<file path="src/rtl/rat_alu_flags.sv">
// 8-bit ALU stage with registered carry/zero flags and an interrupt shadow copy.
// The result is combinational; cin is always the registered c_flag.
module rat_alu_flags (
    input  logic       clk,
    input  logic       rst,
    input  logic [7:0] a,
    input  logic [7:0] b,
    input  logic [3:0] alu_sel,
    input  logic       flg_c_ld,
    input  logic       flg_z_ld,
    input  logic       flg_c_set,
    input  logic       flg_c_clr,
    input  logic       flg_ld_sel,
    input  logic       flg_shad_ld,
    output logic [7:0] result,
    output logic       c_flag,
    output logic       z_flag
);

    logic [8:0] wide_s;
    logic       alu_c_s;
    logic       alu_z_s;
    logic       shad_c_r;
    logic       shad_z_r;

    // ALU datapath: result and next carry for the selected opcode
    always_comb begin
        wide_s  = 9'h000;
        result  = 8'h00;
        alu_c_s = 1'b0;
        case (alu_sel)
            4'd0: begin
                wide_s  = {1'b0, a} + {1'b0, b};
                result  = wide_s[7:0];
                alu_c_s = wide_s[8];
            end
            4'd1: begin
                wide_s  = {1'b0, a} + {1'b0, b} + {8'h00, c_flag};
                result  = wide_s[7:0];
                alu_c_s = wide_s[8];
            end
            // bit 8 of the 9-bit difference is the unsigned borrow
            4'd2, 4'd4: begin
                wide_s  = {1'b0, a} - {1'b0, b};
                result  = wide_s[7:0];
                alu_c_s = wide_s[8];
            end
            4'd3: begin
                wide_s  = {1'b0, a} - {1'b0, b} - {8'h00, c_flag};
                result  = wide_s[7:0];
                alu_c_s = wide_s[8];
            end
            4'd5:  result = a & b;
            4'd6:  result = a | b;
            4'd7:  result = a ^ b;
            4'd8:  result = a & b;
            4'd9: begin
                result  = {a[6:0], c_flag};
                alu_c_s = a[7];
            end
            4'd10: begin
                result  = {c_flag, a[7:1]};
                alu_c_s = a[0];
            end
            4'd11: begin
                result  = {a[6:0], a[7]};
                alu_c_s = a[7];
            end
            4'd12: begin
                result  = {a[0], a[7:1]};
                alu_c_s = a[0];
            end
            4'd13: begin
                result  = {a[7], a[7:1]};
                alu_c_s = a[0];
            end
            4'd14:   result = b;
            default: result = 8'h00;
        endcase
        alu_z_s = (result == 8'h00);
    end

    // Carry flag: clear beats set beats load
    always_ff @(posedge clk) begin
        if (rst) begin
            c_flag <= 1'b0;
        end else if (flg_c_clr) begin
            c_flag <= 1'b0;
        end else if (flg_c_set) begin
            c_flag <= 1'b1;
        end else if (flg_c_ld) begin
            c_flag <= flg_ld_sel ? shad_c_r : alu_c_s;
        end else begin
            c_flag <= c_flag;
        end
    end

    // Zero flag
    always_ff @(posedge clk) begin
        if (rst) begin
            z_flag <= 1'b0;
        end else if (flg_z_ld) begin
            z_flag <= flg_ld_sel ? shad_z_r : alu_z_s;
        end else begin
            z_flag <= z_flag;
        end
    end

    // Shadow copy samples the pre-edge flags, so save+restore on one edge swaps
    always_ff @(posedge clk) begin
        if (rst) begin
            shad_c_r <= 1'b0;
            shad_z_r <= 1'b0;
        end else if (flg_shad_ld) begin
            shad_c_r <= c_flag;
            shad_z_r <= z_flag;
        end else begin
            shad_c_r <= shad_c_r;
            shad_z_r <= shad_z_r;
        end
    end

endmodule

</file>
<file path="config.mk">
export PLATFORM = sky130hd
export DESIGN_NAME = rat_alu_flags
export DESIGN_NICKNAME = d
export VERILOG_FILES = /design/src/rtl/rat_alu_flags.sv
export SDC_FILE = /design/constraint.sdc
export NUM_CORES = 1
export LEC_CHECK = 0
export ABC_AREA = 1
export BUFFER_PORTS_ARGS = -buffer_cell sky130_fd_sc_hd__clkbuf_2
export CORE_AREA = 2 2 78 80
export CTS_CLUSTER_SIZE = 8
export DETAILED_ROUTE_END_ITERATION = 8
export DIE_AREA = 0 0 80 82
export PLACE_DENSITY = 0.69
export SLEW_MARGIN = 20
export SYNTH_ARGS = -nofsm -noshare
export SYNTH_HDL_FRONTEND = slang
export SYNTH_SLANG_ARGS = --single-unit
</file>
<file path="constraint.sdc">
create_clock -name clk -period 2.8 [get_ports clk]
set_input_delay 0.42 -clock clk [delete_from_list [all_inputs] [get_ports clk]]
set_output_delay 0.42 -clock clk [all_outputs]
set_load 0.005 [all_outputs]
</file>
---- Word level (Yosys, flattened, before mapping) ----
Index checks and enable logic that the tools add are counted.
storage, ports and cells
  flip-flop bits (word level) ............. 4
  input port bits ......................... 28
  output and inout bits ................... 10
  logic and storage cells ................. 39
operators by class
  $add $sub $neg .......................... 4
  eq/ne operators ......................... 14
  mux-type cells .......................... 6
  bitwise operators ....................... 3
  reductions and logical operators ........ 8
operators by type and width
  kind                  number
  $pmux W8 S13          1
  $eq A4 B4 Y1 const B  7
  $eq A4 B3 Y1 const B  4
  $add A8 B8 Y9         1
  $add A9 B1 Y9         1
  $sub A8 B8 Y9         1
  $sub A9 B1 Y9         1
  $and A8 B8 Y8         1
  $eq A4 B2 Y1 const B  2
  $logic_not A8 Y1      1
  $or A8 B8 Y8          1
  $reduce_or A2 Y1      4
  $xor A8 B8 Y8         1
  $pmux W1 S6           1
  $eq A4 B1 Y1 const B  1
  $logic_not A4 Y1      1
  $mux W1               4
  $reduce_or A3 Y1      1
  $reduce_bool A2 Y1    1

---- Longest topological paths before layout ----
  depth after elaboration ................. 6
  depth in mapped cells ................... 19
  gate-level depth less buffers ........... 19

---- Worst setup path after synthesis ----
Ideal clock, no wire load.
  kind .................................... input port to output port
  start point ............................. input a[0]
  end point ............................... output result[6]
  arrival time ............................ 2.162 ns
  required time ........................... 2.380 ns
  path slack .............................. 0.218 ns
  stages on the path ...................... 14
  buffers on the path ..................... 0
  cells stage by stage .................... ha_1 -> inv_1 -> fa_1 -> inv_1 -> ha_1 -> inv_1 -> nor2_1 -> nand2_2 -> nor2_4 -> nand2_1 -> a21oi_1 -> o21ai_1 -> and3_1 -> inv_1
on the way
  cells in the longest elaborated chain, start to end .. 3
  elaborated cells between the ends (all ways) .. 5
  classes of those cells .................. add/sub (4); mux (1)
ends and longest elaborated chain
  element                                                line    source
  start, declared                                        6       input logic [7:0] a,
  $sub A8 B8 Y9 / $add A8 B8 Y9 (equally long branches)  --
  $sub A9 B1 Y9 / $add A9 B1 Y9 (equally long branches)  49, 38
  $pmux W8 S13 *                                         31      case (alu_sel)
  end, declared                                          15      output logic [7:0] result,
Mark *: on every way between the ends. The rest lies on a longest branch, timed or not.

---- Worst setup path after layout ----
Ends and elaborated chain as after synthesis.

==> impl_metrics.env <==
export IMPL_drive_above_1_share_pct=33.1
export IMPL_drt_pass1_iter_count=5
export IMPL_grtUsageTotal_pct=22.0
export IMPL_outcome="finished, final reports clean"
export IMPL_path_cells="buf_6, inv_2, ha_4, fa_2, ha_2, inv_2, nor2_4, nand3_4, nor2_4, nand3_2, nand3_2, and3_4, inv_1, clkbuf_2"
export IMPL_ys_flop_type="dfxtp_1"
export IMPL_synth_xor_area_share_pct=1.86
export IMPL_routabilityCongestion=0.948
export IMPL_drt_iter0_drc=123
export IMPL_dp_slack_ps=-107
export IMPL_hp_class="input port to register"
export IMPL_grt_pass1_vias=2617
export IMPL_ff2ff_path_depth=14
export IMPL_switching_share_pct=49.4
export IMPL_holdWs_ps=445
export IMPL_fin_area_um2=2980
export IMPL_rsz0062_at_grt="true"
export IMPL_die_h_um=82
export IMPL_synth_simple_area_share_pct=45.0
export IMPL_required_ps=2380
export IMPL_cts_hold_buffers_added=0
export IMPL_ctsRootBufferMaster="clkbuf_8"
export IMPL_via_per_inst=5.30
export IMPL_synth_edff_count=0
export IMPL_combPwrFrac_pct=75.4
export IMPL_core_area_um2=5750
export IMPL_crit_arrival_ps=2330
export IMPL_skew_ps=1.89
export IMPL_yosysTopAreaCellShare_pct=16.8
export IMPL_cts_tree="built"
export IMPL_grt_pass1_wl_um=11500
export IMPL_hold_depth=3
export IMPL_yosysTopAreaCell="nand2_1"
export IMPL_postPlaceCellArea_um2=2680
export IMPL_p_sw_mw=0.373
export IMPL_grt_antenna_before_repair=0
export IMPL_ys_warn_count=0
export IMPL_hold_viol_final=0
export IMPL_hpwl_um=5950
export IMPL_cts_clk_slew_worst_paths_ps=30
export IMPL_synth_fa_ha_area_share_pct=17.6
export IMPL_drc=0
export IMPL_start_util_pct=38.6
export IMPL_nets=535
export IMPL_maxSlewViolCount=0
export IMPL_max_stage_delay_ps=540
export IMPL_maxCapViolations=0
export IMPL_io_pins=38
export IMPL_synth_top_family_by_area="simple AND/OR/NAND/NOR gates"
export IMPL_clockPowerShare_pct=16.0
export IMPL_ir_worst_vdd_mv=0.219
export IMPL_synth_seq_cells=4
export IMPL_fill_cells=604
export IMPL_power_leakage_nw=1.62
export IMPL_fin_cells=550
export IMPL_h_tree_depth=1
export IMPL_setup_tns_final_ps=0
export IMPL_numPortBuffers=37
export IMPL_die_area_um2=6560
export IMPL_std_cell_rows=28
export IMPL_fin_ws_ps=53.7
export IMPL_avgRoutedWirePerCell_um=13.6
export IMPL_slew_limit_headroom_pct=66.4
export IMPL_worstSetupEndpointType="output pin"
export IMPL_synth_compound_area_share_pct=17.1
export IMPL_num_vias=2913
export IMPL_period_needed_ps=2750
export IMPL_dp_cells=540
export IMPL_cts_sinks=4
export IMPL_final_setup_viol_count=0
export IMPL_clock_latency_ps=220
export IMPL_worst_pin_slew_ps=504
export IMPL_antennaDiodeCount=0
export IMPL_crit_cells=14
export IMPL_p_int_mw=0.383
export IMPL_cp_start_kind="input port"
export IMPL_crit_fanout=3
export IMPL_drt_total_wl_um=7460
export IMPL_cp_num_buf_inv=5
export IMPL_ys_seq_area_share_pct=3.61
export IMPL_min_period_over_period_pct=98.1
export IMPL_overflow=0
export IMPL_critical_path_top_delay_family="adder cells"
export IMPL_ant_nets=0
export IMPL_synth_area_leaders="nand2_1 17%, ha_1 16%, inv_1 10%, nand3_1 7.7%, nor2_1 7.4%"
export IMPL_crit_type="input port to output pin"
export IMPL_synthTopCellsByCount="99 x nand2_1, 61 x inv_1, 44 x nor2_1"
export IMPL_fmax_mhz=364
export IMPL_pwr_density_cell_nw_per_um2=254
export IMPL_numCtsBuffers=3
export IMPL_syn_cell_area_um2=2220
export IMPL_ys_types=41
export IMPL_critPathSlowestCell="fa_2"
export IMPL_async_flop_share_pct=0
export IMPL_seq_power_share_pct=8.5
export IMPL_synth_most_common_cell="nand2_1"
export IMPL_syn_inst=403
export IMPL_avgSynthCellArea_um2=5.50
export IMPL_grt_max_degree=10
export IMPL_synth_mux_area_share_pct=0
export IMPL_synth_fp_nets=461
export IMPL_clockBufferDepth=2
export IMPL_power_mw=0.757
export IMPL_final_core_util_pct=51.9
export IMPL_die_width_um=80
export IMPL_area_growth_pct=34.3
## power groups by stage
stage / clock (mW) / sequential (mW) / combinational [mW]
finish: 0.121 / 0.0645 / 0.571
global route: 0.128 / 0.0648 / 0.632
CTS: 0.123 / 0.0644 / 0.511
detailed placement: 0 / 0.0652 / 0.503
global placement: 0 / 0.0650 / 0.494
floorplan: 0 / 0.0640 / 0.319
## cell families (layout without fill, tap and decap cells)
| family | count (synthesis) | in the layout |
|---|---|---|
| fa+ha+maj | 30 | 30 |
| compound gates | 65 | 65 |
| xor+xnor | 3 | 3 |
| simple gates | 219 | 219 |
| buf+inv | 82 | 154 |
| flops | 4 | 4 |
## metal layers
layer  part of all wire, %  GRT usage, %  up-vias  wire (um)
met2                    48          37.6      128       3560
met5                     0             0        -          0
met1                    43          29.2     1314       3240
met3                   6.0          1.76       22        447
li1                      -             -     1449          -
met4                   2.8          7.63        0        212
## area by class of cell
cell class | instances | area, um2 | area share (%)
clock buffer | 3 | 41.3 | 1.39
inverter | 77 | 289 | 9.70
multi-input combinational | 317 | 2000 | 67.1
sequential | 4 | 80.1 | 2.69
tap | 75 | 93.8 | 3.15
timing repair buffer | 74 | 475 | 16.0
## state kept, by name, indices dropped and copies added, names as in the netlist
register	cells
z_flag	1
shad_c_r	1
shad_z_r	1
c_flag	1
## worst reg2reg max path, cell delays in order, from the launching register on
cell and delay [ps]:
dfxtp_1 520, ha_1 300, ha_4 160, inv_2 40, nor2_4 100, buf_4 110, buf_4 90, nor2_1 40
nor3_1 190, nand3_1 130, nor2_1 170, nand3_1 90, nor2_1 90, nand3_1 100, a21oi_2 130
## worst paths after layout
kind | slack [ps] | start | endpoint
setup reg to reg | 480 | c_flag$_SDFFE_PP0P_ | z_flag$_SDFFE_PP0P_
hold / removal | 450 | flg_c_ld | c_flag$_SDFFE_PP0P_
setup / recovery | 50 | a[0] | result[6]
hold reg to reg | 510 | shad_z_r$_SDFFE_PP0P_ | shad_z_r$_SDFFE_PP0P_
## placed cells by master (no fill, tap or decap), types with 2 or more instances in the layout
cell type  synthesis  layout
a22oi_1            2       2
ha_2               0       2
nand2_1           99      93
nor2_2             4       6
o21ai_1            8       9
buf_4              1      37
ha_1              28      18
inv_1             61      54
clkbuf_8           0       3
or2_2              2       2
a21oi_2            2       4
nand3b_1           2       2
nand3_1           34      31
o22ai_1           13      13
nor2_4             1       4
nor3_1             5       5
nor2_1            44      39
nand2_2            7      13
ha_4               0       8
dfxtp_1            4       4
nand4_1           10      10
a21oi_1           19      17
buf_6              2       2
clkbuf_2           0      34
inv_2             16      23
o21ai_0           13      11
o21ai_2            2       3
fa_2               0       2
a21o_1             2       2
nand3_2            4       6
## timing repair
item	CTS	global route
endpoints found under the setup margin	2	7
pin swaps	3	16
setup buffers	4	4
resized for setup	9	48
Note: power is estimated with default switching activity, not from simulation.
